### src/rtl/e203_ifu_bhtbpu.sv
// IFU branch predictor: JAL/JALR always taken, Bxx predicted from a direct-mapped
// BHT of 2-bit saturating counters, plus JALR rs1 dependency and read-port handling.
module e203_ifu_bhtbpu #(
  parameter int PC_SIZE     = 32,
  parameter int XLEN        = 32,
  parameter int RFIDX_WIDTH = 5,
  parameter int BHT_DEPTH   = 16,
  parameter int CNT_INIT    = 1
) (
  input  logic                   clk,
  input  logic                   rst_n,
  input  logic [PC_SIZE-1:0]     pc,
  input  logic                   dec_i_valid,
  input  logic                   dec_jal,
  input  logic                   dec_jalr,
  input  logic                   dec_bxx,
  input  logic [XLEN-1:0]        dec_bjp_imm,
  input  logic [RFIDX_WIDTH-1:0] dec_jalr_rs1idx,
  input  logic                   oitf_empty,
  input  logic                   ir_empty,
  input  logic                   ir_rs1en,
  input  logic                   ir_valid_clr,
  input  logic                   jalr_rs1idx_cam_irrdidx,
  input  logic [XLEN-1:0]        rf2bpu_x1,
  input  logic [XLEN-1:0]        rf2bpu_rs1,
  input  logic                   bht_upd_valid,
  input  logic [PC_SIZE-1:0]     bht_upd_pc,
  input  logic                   bht_upd_taken,
  input  logic                   bht_flush,
  output logic                   bpu_wait,
  output logic                   prdt_taken,
  output logic [PC_SIZE-1:0]     prdt_pc_add_op1,
  output logic [PC_SIZE-1:0]     prdt_pc_add_op2,
  output logic                   bpu2rf_rs1_ena
);

  localparam int         IDX_W   = $clog2(BHT_DEPTH);
  localparam logic [1:0] CNT_RST = 2'(CNT_INIT);

  typedef enum logic {
    RD_IDLE,
    RD_RDRF
  } rd_state_e;

  rd_state_e            rd_state;
  logic                 rdrf_r;
  logic [1:0]           cnt [BHT_DEPTH];
  logic [BHT_DEPTH-1:0] vld;

  logic [IDX_W-1:0] lkp_idx;
  logic [IDX_W-1:0] upd_idx;
  logic             unused_upd_pc;

  assign lkp_idx       = pc[IDX_W:1];
  assign upd_idx       = bht_upd_pc[IDX_W:1];
  assign unused_upd_pc = ^{bht_upd_pc[PC_SIZE-1:IDX_W+1], bht_upd_pc[0]};

  logic jalr_valid;
  logic rs1_x0;
  logic rs1_x1;
  logic rs1_xn;
  logic x1_dep;
  logic xn_dep;
  logic xn_waive;
  logic xn_dep_eff;
  logic rd_set;
  logic bxx_dir;

  assign jalr_valid = dec_i_valid & dec_jalr;
  assign rs1_x0     = (dec_jalr_rs1idx == RFIDX_WIDTH'(0));
  assign rs1_x1     = (dec_jalr_rs1idx == RFIDX_WIDTH'(1));
  assign rs1_xn     = ~rs1_x0 & ~rs1_x1;

  assign x1_dep     = jalr_valid & rs1_x1 & (~oitf_empty | jalr_rs1idx_cam_irrdidx);
  assign xn_dep     = jalr_valid & rs1_xn & (~oitf_empty | ~ir_empty);
  // The IR instruction cannot disturb rs1 if it is leaving or never reads port 1.
  assign xn_waive   = oitf_empty & ~ir_empty & (ir_valid_clr | ~ir_rs1en);
  assign xn_dep_eff = xn_dep & ~xn_waive;

  assign rdrf_r = (rd_state == RD_RDRF);
  assign rd_set = ~rdrf_r & jalr_valid & rs1_xn & (~xn_dep | xn_waive);

  assign bpu_wait       = x1_dep | xn_dep_eff | rd_set;
  assign bpu2rf_rs1_ena = rd_set;

  // Invalid entries fall back to static backward-taken; no bypass of same-cycle updates.
  assign bxx_dir    = vld[lkp_idx] ? cnt[lkp_idx][1] : dec_bjp_imm[XLEN-1];
  assign prdt_taken = dec_jal | dec_jalr | (dec_bxx & bxx_dir);

  always_comb begin
    prdt_pc_add_op1 = '0;
    if (dec_bxx | dec_jal) begin
      prdt_pc_add_op1 = pc;
    end else if (rs1_x1) begin
      prdt_pc_add_op1 = rf2bpu_x1[PC_SIZE-1:0];
    end else if (rs1_xn) begin
      prdt_pc_add_op1 = rf2bpu_rs1[PC_SIZE-1:0];
    end
  end

  assign prdt_pc_add_op2 = dec_bjp_imm[PC_SIZE-1:0];

  always_ff @(posedge clk) begin
    if (!rst_n) begin
      rd_state <= RD_IDLE;
    end else begin
      case (rd_state)
        RD_IDLE: if (rd_set) rd_state <= RD_RDRF;
        RD_RDRF: rd_state <= RD_IDLE;
        default: rd_state <= RD_IDLE;
      endcase
    end
  end

  // First update of an invalid entry seeds it weakly toward the observed outcome.
  always_ff @(posedge clk) begin
    if (!rst_n || bht_flush) begin
      vld <= '0;
      for (int i = 0; i < BHT_DEPTH; i++) begin
        cnt[i] <= CNT_RST;
      end
    end else if (bht_upd_valid) begin
      if (!vld[upd_idx]) begin
        vld[upd_idx] <= 1'b1;
        cnt[upd_idx] <= bht_upd_taken ? 2'd2 : 2'd1;
      end else if (bht_upd_taken) begin
        if (cnt[upd_idx] != 2'd3) cnt[upd_idx] <= cnt[upd_idx] + 2'd1;
      end else begin
        if (cnt[upd_idx] != 2'd0) cnt[upd_idx] <= cnt[upd_idx] - 2'd1;
      end
    end
  end

endmodule

### config.mk
export PLATFORM = sky130hd
export DESIGN_NAME = e203_ifu_bhtbpu
export DESIGN_NICKNAME = d
export VERILOG_FILES = /design/src/rtl/e203_ifu_bhtbpu.sv
export SDC_FILE = /design/constraint.sdc
export NUM_CORES = 1
export LEC_CHECK = 0
export BUFFER_PORTS_ARGS = -buffer_cell sky130_fd_sc_hd__clkbuf_2
export CAP_MARGIN = 25
export CORE_ASPECT_RATIO = 0.75
export CORE_UTILIZATION = 47
export DETAILED_ROUTE_END_ITERATION = 7
export PLACE_DENSITY_LB_ADDON = 0.1
export SLEW_MARGIN = 5
export SYNTH_ARGS = -nofsm -noshare
export SYNTH_HDL_FRONTEND = slang
export SYNTH_SLANG_ARGS = --single-unit
### constraint.sdc
create_clock -name clk -period 6.1 [get_ports clk]
set_input_delay 0.305 -clock clk [delete_from_list [all_inputs] [get_ports clk]]
set_output_delay 0.305 -clock clk [all_outputs]
set_load 0.05 [all_outputs]
After elaboration in Yosys (flattened, before gate mapping). Memory sizes are Yosys's and may differ from the RTL's. Index checks and enable logic that the tools add are counted.

Muxes and demuxes: 36. Reduce and logical (&&, ||, !) cells: 7. Bitwise logic cells: 34. Equality and inequality tests: 2. $lt $le $gt $ge: 3. Add/sub/neg operators: 2.

Operators by type and width (count): $mux W32 (3); $mux W1 (24); $or A16 B16 Y16 (1); $and A1 B1 Y1 (13); $or A1 B1 Y1 (11); $lt A4 B5 Y1 const B (2); $not A1 Y1 (9); $bmux W1 S4 (2); $mux W2 (4); $eq A5 B1 Y1 const B (1); $logic_not A5 Y1 (1); $demux W1 S4 (1); $ge A4 B1 Y1 const B (1); $mux W4 (1); $add A2 B1 Y2 const B (1); $ne A2 B2 Y1 const B (1); $pmux W1 S2 (1); $reduce_and A2 Y1 (1); $reduce_bool A2 Y1 (1); $reduce_or A2 Y1 (1); $sub A2 B1 Y2 const B (1); $logic_and A1 B1 Y1 (1); $logic_not A1 Y1 (1); $logic_or A1 B1 Y1 (1).

Word-level logic and storage cells: 87. Bits in registers: 17. Input bits: 179. Memories: 1. Bits in writable memories: 32.

Memories: cnt (words 16, width 2, rd ports 2, clocked after Yosys merged registers in 0, write ports 16, RTL line 47) `logic [1:0] cnt [BHT_DEPTH];`.

Depth between registers and ports, before layout. Gate-level depths: netlist of run 1. An unclocked memory read counts as a cell.

Depth in word-level cells: 12. Gate-level depth with buffers: 12. Gate-level depth less buffers: 9.

Worst setup path after synthesis of run 1. No wires, ideal clock.

Kind: input to register. Start point: input port bht_upd_pc[1]. End point: memory cnt[3][0] (enable). Setup slack: 2.849 ns. Stages on the path: 10. Arrival time: 2.924 ns. Library setup time: 0.327 ns. Data required time: 5.773 ns. Path buffers: 3. Path through: buf_4 -> buf_6 -> mux4_2 -> mux4_2 -> ha_1 -> mux2i_1 -> nor3_1 -> or4_1 -> clkbuf_1 -> o21ai_0.

RTL lines: start: declaration (RTL line 27) `input logic [PC_SIZE-1:0] bht_upd_pc,`; end: declaration (RTL line 47).

==> results of run 1 <==
==> final cells by class <==
type	count	area [um^2]	share of cell area
clock buffers	6	93.84	0.02099
clock inverters	2	35.03	0.007837
inverters	5	18.77	0.004198
multi-input cells	297	2054	0.4596
flip-flops and latches	49	1301	0.2911
well taps	101	126.4	0.02827
repair buffers	161	840.8	0.1881
==> registers in the layout (all words and copies together), names as in the netlist <==
name      flops
cnt          32
rd_state      1
vld          16
==> layout by cell type (no fill, tap or decap), types with 5 or more instances in the layout <==
cell / Yosys / final
nand3_1: 6 / 6
nor2b_1: 6 / 5
clkbuf_8: 0 / 5
nor2_1: 7 / 7
buf_4: 34 / 5
dfxtp_1: 17 / 17
mux2i_1: 9 / 9
a22o_1: 14 / 14
nand2_1: 44 / 44
nor4_1: 20 / 19
and3_1: 32 / 32
o21ai_0: 54 / 54
and2_1: 5 / 5
a21oi_1: 32 / 32
clkbuf_2: 1 / 155
nand4_1: 16 / 16
edfxtp_1: 32 / 32
mux4_2: 17 / 17
==> how the worst max path moves through the flow <==
stage                              from        end  cells after the start
after global placement    bht_upd_pc[1]  cnt[1][0]                      8
after CTS                 bht_upd_pc[1]  cnt[8][1]                      7
after floorplan           bht_upd_pc[1]  cnt[3][0]                     10
after global routing      bht_upd_pc[1]  cnt[1][1]                      8
final                     bht_upd_pc[1]  cnt[0][1]                      8
after detailed placement  bht_upd_pc[1]  cnt[8][1]                      7
==> routing by layer <==
layer | track usage | wire length (um) | up-vias
met2 | 0.4837 | 5996 | 173
met5 | 0 | 0 | -
met4 | 0.1083 | 387 | 0
li1 | - | - | 1765
met3 | 0.05959 | 1035 | 29
met1 | 0.3809 | 5019 | 1772
==> critical path, delay by kind of cell <==
kind,cells,cell delay [ns]
muxes,3,1.33
and+or+nand+nor,2,0.76
buffers and inverters,1,0.49
AOI/OAI and AO/OA,1,0.37
adders and majority gates,1,0.24
==> through the flow <==
stage / power, mW / area, um^2
floorplan: 0.5817 / 3791
global placement: 0.6016 / 4292
detailed placement: 0.6052 / 4292
CTS: 0.8584 / 4420
global route: 0.8919 / 4471
finish: 0.8601 / 4471
==> cells by family (layout without fill, tap and decap cells) <==
kind of cell    after synthesis  in the layout  share of synthesized area
mux                          29             29                     0.1337
compound gates              114            114                     0.1825
simple gates                152            152                     0.2168
fa+ha+maj                     2              2                   0.006600
buf+inv                      78            174                     0.1172
flops                        49             49                     0.3432
==> power breakdown <==
group	internal, mW	leakage (nW)	switching, mW
logic	0.0778	1.46	0.162
clock network	0.146	0.0663	0.112
registers	0.358	0.435	0.00356
==> impl_metrics.csv, run 1 <==
group,metric,value,unit
status,outcome,"complete, no violations",
clock_network,htree_levels,2,
clock_network,cts_hold_buf,0,
die,fp.dieArea,8433,um^2
die,rows,27,
critical_path,reg2reg_depth,7,
clock_network,clkLatencyLatePin,0.30,ns
critical_path,endpoint_kind,"flop",
critical_path,path_class,"input port to flop",
routing,via_per_inst,6.021,
grt,overflow,0,
grt,grt_max_degree,65,
layout,final_cells,621,
synth,yosysTopAreaCellShare,0.2535,
placement,portBuffers,155,
power,powerDensity,192.4,nW/um^2
grt,grt_usage,0.2928,
layout,diodes,0,
grt,antenna_found_initial,0,
placement,dpl.hpwl,9.641,mm
synth,ys_warn_count,0,
critical_path,startpoint_type,"input port",
synth,async_flop_share,0,
placement,gp_congestion,0.9239,
timing,slew_viol_final,0,
critical_path,cp_max_fo,20,
synth,netlist_area,3791,um^2
routing,ant_nets,0,
timing,setup_ws,2.556,ns
power,ir_drop,124.7,uV
critical_path,r2r_end,"cnt[0][1]",
job,drv_cap,0,
grt,first_global_vias,3475,
power,static-leakage-power,1.964,nW
min_path,hold_depth,2,
timing,holdWs,0.2298,ns
die,fp.dieH,79.78,um
die,fp.dieW,105.7,um
critical_path,reg2reg_from,"cnt[2][1]",
timing,hold_violations,0,
min_path,hold_start,"rst_n",
layout,fin_nets,700,
synth,synth-edff-count,32,
routing,drc,0,
synth,avgSynthCellArea,8.941,um^2
timing,fmax,0.2822,GHz
critical_path,worstPathRequired,6.08,ns
clock_network,clkTransAtPathRegs,0.09,ns
layout,utilization,0.5908,
placement,pre_cts_slack,2.220,ns
synth,ys_top_cells_by_area,"edfxtp_1 (25%), mux4_2 (10%), dfxtp_1 (9.0%)",
die,core,7567,um^2
layout,drive_gt1_frac,0.3846,
layout,layout-area-overhead-vs-synth,17.92,%
timing,setup_viol,0,
min_path,hp-class,"input port to flop",
clock_network,cts_root_buffer,"clkbuf_8",
synth,ys_seq_area_frac,0.3432,
routing,drt_iter0_drc,403,
die,start_util,0.5010,
critical_path,cpMostUsedCell,"mux4_2",
synth,synth_ff_type,"edfxtp_1",
critical_path,cpMaxStageDelayCell,"mux4_2",
layout,fill_cells,697,
grt,grt_pass1_wl,18.74,mm
clock_network,cts.sinks,49,
clock_network,cts_setup_buffers,0,
synth,synth.most_common_cell,"o21ai_0",
timing,rsz0062_at_grt,"no",
critical_path,path_cells,"clkbuf_2 > mux4_2 > mux4_2 > ha_1 > mux2i_1 > nor3_1 > or4_1 > o21ai_0",
clock_network,cts_made_buffers,5,
critical_path,r2r_slack,2.76,ns
clock_network,cts_buffer_depth,2,
timing,fin_crit_sh,0.5810,
synth,yosysUniqueCellTypes,45,
timing,tightest_slew,0.9478,ns
synth,syn-num-nets,605,
routing,wirelength,12.44,mm
synth,synth-seq-cells,49,
routing,drt-pass1-iter-count,5,
routing,wl_per_cell,20.03,um
die,pin_count,246,
synth,synthTopCellsByCount,"o21ai_0 (54), nand2_1 (44), buf_4 (34)",
synth,synthCells,424,
clock_network,cts_resized,0,
timing,post-route-min-period,3.544,ns
timing,fin_skew,0.008317,ns
critical_path,critPathArrivalTime,3.52,ns
timing,relSlewSlack,0.3681,
clock_network,cts_tree,"done",
placement,dp_cells,609,
synth,yosysTopAreaCell,"edfxtp_1",
critical_path,cp_slowest_stage_delay,0.64,ns
timing,setup_tns,0,ns
routing,vias,3739,
min_path,holdPathEnd,"rd_state",
(Power assumes the default switching activity.)
==> inputs of run 2 (changes only) <==
Settings changed: ABC_AREA set to 1, CORE_UTILIZATION 47 to 39.
Clock period 6.1 ns to 3.2 ns, I/O delays scaled along.
==> run 2 against run 1 <==
- global-route usage down 7.0 points
- sequential share of layout area down 2.0 points
- cell area up 7.3%
- synthesized cell count up 29%
- first-iteration DRC count down 22%
- utilization down 9.6 points
- flip-flop and latch count unchanged
- clock skew down 0.0032 ns
- largest cell class unchanged
- largest power group unchanged
==> impl_metrics.csv, run 2 <==
group,metric,value,unit
die,fp.dieArea,10390,um^2
clock_network,clkLatencyLatePin,0.29,ns
synth,synth.most_common_cell,"nand2_1",
layout,top_regs,"cnt x32, vld x16, rd_state x1",
routing,drt_iter0_drc,314,
placement,gp_congestion,0.8942,
grt,grt_max_degree,65,
timing,tightest_slew,0.9606,ns
clock_network,cts_tree,"done",
synth,synth-edff-count,32,
timing,rsz0062_at_grt,"no",
min_path,hp-class,"input port to flop",
placement,place_area,4631,um^2
power,static-leakage-power,2.430,nW
timing,slew_viol_final,0,
clock_network,cts_made_buffers,5,
clock_network,htree_levels,2,
timing,hold_violations,0,
synth,synth-seq-cells,49,
timing,fin_crit_sh,0.8644,
synth,netlist_area,3895,um^2
status,outcome,"complete, no violations",
power,power,1.772,mW
timing,fin_skew,0.005091,ns
grt,top_usage_layer,"met2",
synth,synthCells,549,
min_path,hold_start,"rst_n",
power,powerDensity,369.5,nW/um^2
die,start_util,0.4017,
routing,vias,4127,
die,fp.dieH,88.55,um
clock_network,cts_buffer_depth,2,
die,core,9697,um^2
layout,final_area,4797,um^2
grt,first_global_vias,3678,
timing,post-route-min-period,2.766,ns
timing,setup_tns,0,ns
routing,wl_per_cell,15.15,um
clock_network,cts_setup_buffers,0,
timing,relSlewSlack,0.3596,
routing,wirelength,12.17,mm
die,fp.dieW,117.4,um
routing,drt-pass1-iter-count,5,
routing,via_per_inst,5.139,
timing,holdWs,0.1205,ns
clock_network,clkTransAtPathRegs,0.07,ns
placement,portBuffers,155,
critical_path,worstPathRequired,3.20,ns
layout,drive_gt1_frac,0.3279,
power,ir_drop,214.1,uV
grt,overflow,0,
layout,most-common-layout-cells,"clkbuf_2 (155), nand2_1 (149), o21ai_0 (63), inv_1 (59), a22oi_1 (35)",
critical_path,cp_max_fo,14,
critical_path,worstSetupStartpoint,"bht_upd_pc[1]",
layout,largest_register,"cnt",
critical_path,reg2reg_from,"cnt[0][0]",
clock_network,cts_resized,0,
layout,diodes,0,
die,rows,31,
synth,syn-num-nets,730,
critical_path,cpMostUsedCell,"inv_1",
layout,final_common_cell,"clkbuf_2",
critical_path,path_cells,"clkbuf_2 > inv_2 > nor2_1 > inv_1 > o21ai_0 > o21ai_0 > nand4_1 > inv_1 > ha_1 > nor2_1 > nand2_1 > inv_1 > o21ai_2 > nand2_4 > buf_4 > nand2_4 > nand2_1",
clock_network,cts_root_buffer,"clkbuf_16",
critical_path,startpoint_type,"input port",
critical_path,cpMaxStageDelayCell,"nor2_1",
synth,ys_top_cells_by_area,"edfxtp_1 (25%), nand2_1 (14%), dfxtp_1 (8.7%)",
clock_network,cts_hold_buf,0,
placement,dpl.hpwl,9.660,mm
timing,setup_viol,0,
critical_path,path_class,"input port to flop",
timing,fmax,0.3615,GHz
synth,yosysTopAreaCell,"edfxtp_1",
layout,layout-area-overhead-vs-synth,23.16,%
grt,antenna_found_initial,0,
critical_path,cp.buffers_inverters,6,
synth,ys_warn_count,0,
routing,drc,0,
die,pin_count,246,
synth,avgSynthCellArea,7.095,um^2
synth,async_flop_share,0,
layout,fin_nets,851,
clock_network,cts.sinks,49,
grt,gr-usage-met1,0.3146,
critical_path,endpoint_kind,"flop",
grt,grt_usage,0.2231,
grt,grtUsageMet2,0.3636,
grt,use_met3,0.04124,
synth,yosysUniqueCellTypes,32,
synth,yosysTopAreaCellShare,0.2467,
routing,ant_nets,0,
critical_path,critPathArrivalTime,2.76,ns
layout,largest_register_ffs,32,
grt,grt_pass1_wl,18.23,mm
critical_path,cp_slowest_stage_delay,0.40,ns
synth,synthTopCellsByCount,"nand2_1 (149), o21ai_0 (63), inv_1 (59), a22oi_1 (35), nor2_1 (34)",
job,drv_cap,0,
synth,ys_seq_area_frac,0.3341,
synth,synth_ff_type,"edfxtp_1",
critical_path,critPathTopFamily,"simple AND/OR/NAND/NOR gates",
[run 2: layout make-up]
cell class              count  area, um^2
fillers                  1006        4900
multi-input cells         380        1983
flip-flops and latches     49        1301
repair buffers            174       955.9
inverters                  60       225.2
well taps                 132       165.2
clock buffers               5       125.1
clock inverters             3       41.29
[run 2: per-stage QoR]
stage | cells | setup WS [ns] | util
floorplan | 549 | 0.6313 | -
global placement | 795 | 0.2407 | 0.4775
detailed placement | 795 | 0.1937 | 0.4775
CTS | 803 | 0.4755 | 0.4947
global route | 803 | 0.2106 | 0.4947
finish | 803 | 0.4339 | 0.4947
[run 2: layer usage]
layer / wire (um) / vias to the layer above
li1: - / 2039
met1: 5440 / 1918
met2: 5792 / 153
met3: 836 / 17
met4: 100 / 0
met5: 0 / -
[run 2: kinds of logic after synthesis]
group / Yosys count / synth area share
adder cells (fa/ha/maj): 2 / 0.006424
buffers and inverters: 120 / 0.1574
AO/OA/AOI/OAI: 134 / 0.2117
AND/OR/NAND/NOR: 244 / 0.2904
flip-flops: 49 / 0.3341
[run 2: worst paths after layout]
kind,to,slack (ns),depth (start not counted)
max reg2reg,cnt[3][1],0.52,14
min,rd_state,0.12,3
max,cnt[9][0],0.43,17
min reg2reg,vld[15],0.50,2
[run 2: power by group]
group | total [mW] | internal, mW | switching (mW)
clock | 0.601 | 0.366 | 0.234
sequential | 0.688 | 0.683 | 0.00525
combinational | 0.483 | 0.153 | 0.330
total | 1.77 | 1.20 | 0.570
[run 2: worst register-to-register path, stage by stage (launching register included)]
cell and delay, ns:
edfxtp_1 0.37, a22oi_1 0.21, nand2_1 0.08, nand2_1 0.08, nand2_1 0.06, nor2_1 0.29, inv_1 0.08, ha_1 0.24
nor4b_4 0.31, o21ai_0 0.17, nand2_2 0.13, nand2_2 0.07, nor2_4 0.10, buf_12 0.17, nor2_1 0.08
==> inputs of run 3 (changes only) <==
Settings changed: ABC_AREA 1 to unset.
==> run 3 against run 2 <==
- hold slack better by 0.015 ns
- final cell count is 18% lower
- sequential share of layout area is 1.1 points higher
- flip-flop and latch count stayed put
- global-route usage is 2.3 points higher
- via count is 9.8% lower
- maximum frequency is 8.0% lower
- largest power group unchanged
- routed wire length is 2.6% higher
- largest cell class unchanged
==> impl_metrics.csv, run 3 (synthesis results as in run 1) <==
group,metric,value,unit
timing,post-route-min-period,3.008,ns
clock_network,cts_made_buffers,5,
clock_network,cts.sinks,49,
timing,fin_skew,0.008666,ns
clock_network,cts_tree,"done",
timing,hold_violations,0,
layout,fin_nets,713,
grt,grt_pass1_wl,18.53,mm
layout,utilization,0.4999,
layout,fill_cells,935,
placement,gp_congestion,0.9668,
die,core,9234,um^2
critical_path,startpoint_type,"flop",
routing,vias,3722,
routing,drt-pass1-iter-count,7,
die,pin_count,246,
layout,final_common_cell,"clkbuf_2",
grt,overflow,0,
layout,diodes,0,
grt,grt_max_degree,65,
power,power,1.672,mW
timing,relSlewSlack,0.3630,
placement,portBuffers,155,
die,fp.dieH,87.39,um
clock_network,cts_resized,0,
layout,final_area,4616,um^2
power,powerDensity,362.2,nW/um^2
min_path,hp-class,"input port to flop",
clock_network,clkTransAtPathRegs,0.07,ns
placement,place_area,4458,um^2
job,drv_cap,0,
layout,largest_register,"cnt",
die,fp.dieArea,10120,um^2
timing,fmax,0.3324,GHz
critical_path,cp_max_fo,8,
clock_network,cts_root_buffer,"clkbuf_16",
clock_network,clkLatencyLatePin,0.29,ns
critical_path,endpoint_kind,"flop",
die,start_util,0.4106,
timing,tightest_slew,0.9554,ns
timing,holdWs,0.1351,ns
routing,wirelength,12.49,mm
routing,drc,0,
critical_path,path_class,"flop to flop",
timing,rsz0062_at_grt,"no",
grt,antenna_found_initial,0,
timing,setup_tns,0,ns
grt,grt_usage,0.2457,
critical_path,worstPathRequired,3.17,ns
clock_network,htree_levels,2,
timing,slew_viol_final,0,
routing,ant_nets,0,
layout,most-common-layout-cells,"clkbuf_2 (155), o21ai_0 (47), nand2_1 (44)",
routing,wl_per_cell,18.89,um
power,static-leakage-power,2.032,nW
status,outcome,"complete, no violations",
routing,via_per_inst,5.631,
clock_network,cts_buffer_depth,2,
placement,dpl.hpwl,9.618,mm
timing,fin_crit_sh,0.9401,
layout,layout-area-overhead-vs-synth,21.75,%
layout,largest_register_ffs,32,
grt,first_global_vias,3300,
clock_network,cts_setup_buffers,0,
timing,setup_viol,0,
power,ir_drop,236.7,uV
critical_path,critPathArrivalTime,2.98,ns
die,fp.dieW,115.8,um
layout,top_regs,"cnt x32, vld x16, rd_state x1",
die,rows,30,
clock_network,cts_hold_buf,0,
routing,drt_iter0_drc,316,
layout,drive_gt1_frac,0.3996,
## run 3: worst paths after layout
path	from	endpoint	slack [ns]	cells after the start
max	cnt[10][1]	cnt[8][1]	0.19	8
min	rst_n	rd_state	0.14	2
max reg2reg	cnt[10][1]	cnt[8][1]	0.19	8
min reg2reg	vld[6]	vld[6]	0.49	2
## run 3: metrics by stage
step | worst slack (ns) | instances
global route | 0.01003 | 661
detailed placement | -0.08899 | 652
finish | 0.1918 | 661
CTS | 0.01615 | 660
floorplan | 0.09409 | 424
global placement | -0.002727 | 652
## run 3: cell type report
type | count | area (um^2) | share of cell area
timing repair buffer | 174 | 938.4 | 0.2033
multi-input combinational | 297 | 2058 | 0.4459
clock buffer | 6 | 128.9 | 0.02792
clock inverter | 2 | 10.01 | 0.002169
inverter | 5 | 18.77 | 0.004066
sequential | 49 | 1301 | 0.2819
tap | 128 | 160.2 | 0.03470
## run 3: metal layers
| metal | wire (um) | track usage | vias to the layer above | share of wire |
|---|---|---|---|---|
| met1 | 5729 | 0.3611 | 1814 | 0.46 |
| met5 | 0 | 0 | - | 0 |
| li1 | - | - | 1788 | - |
| met2 | 5974 | 0.3874 | 105 | 0.48 |
| met4 | 97 | 0.03846 | 0 | 0.0078 |
| met3 | 685 | 0.03619 | 15 | 0.055 |
## run 3: critical path, cell delays in order, from the launching register on
cell and delay (ns):
edfxtp_1 0.42, mux4_2 0.51, mux4_2 0.48, ha_1 0.22, mux2i_1 0.17, nor3_1 0.10, buf_4 0.15, or2_2 0.36
o21ai_0 0.28
## run 3: where the power goes
| group | total, mW | switching, mW | internal, mW |
|---|---|---|---|
| logic | 0.466 | 0.309 | 0.156 |
| clock network | 0.515 | 0.228 | 0.288 |
| registers | 0.691 | 0.00698 | 0.684 |
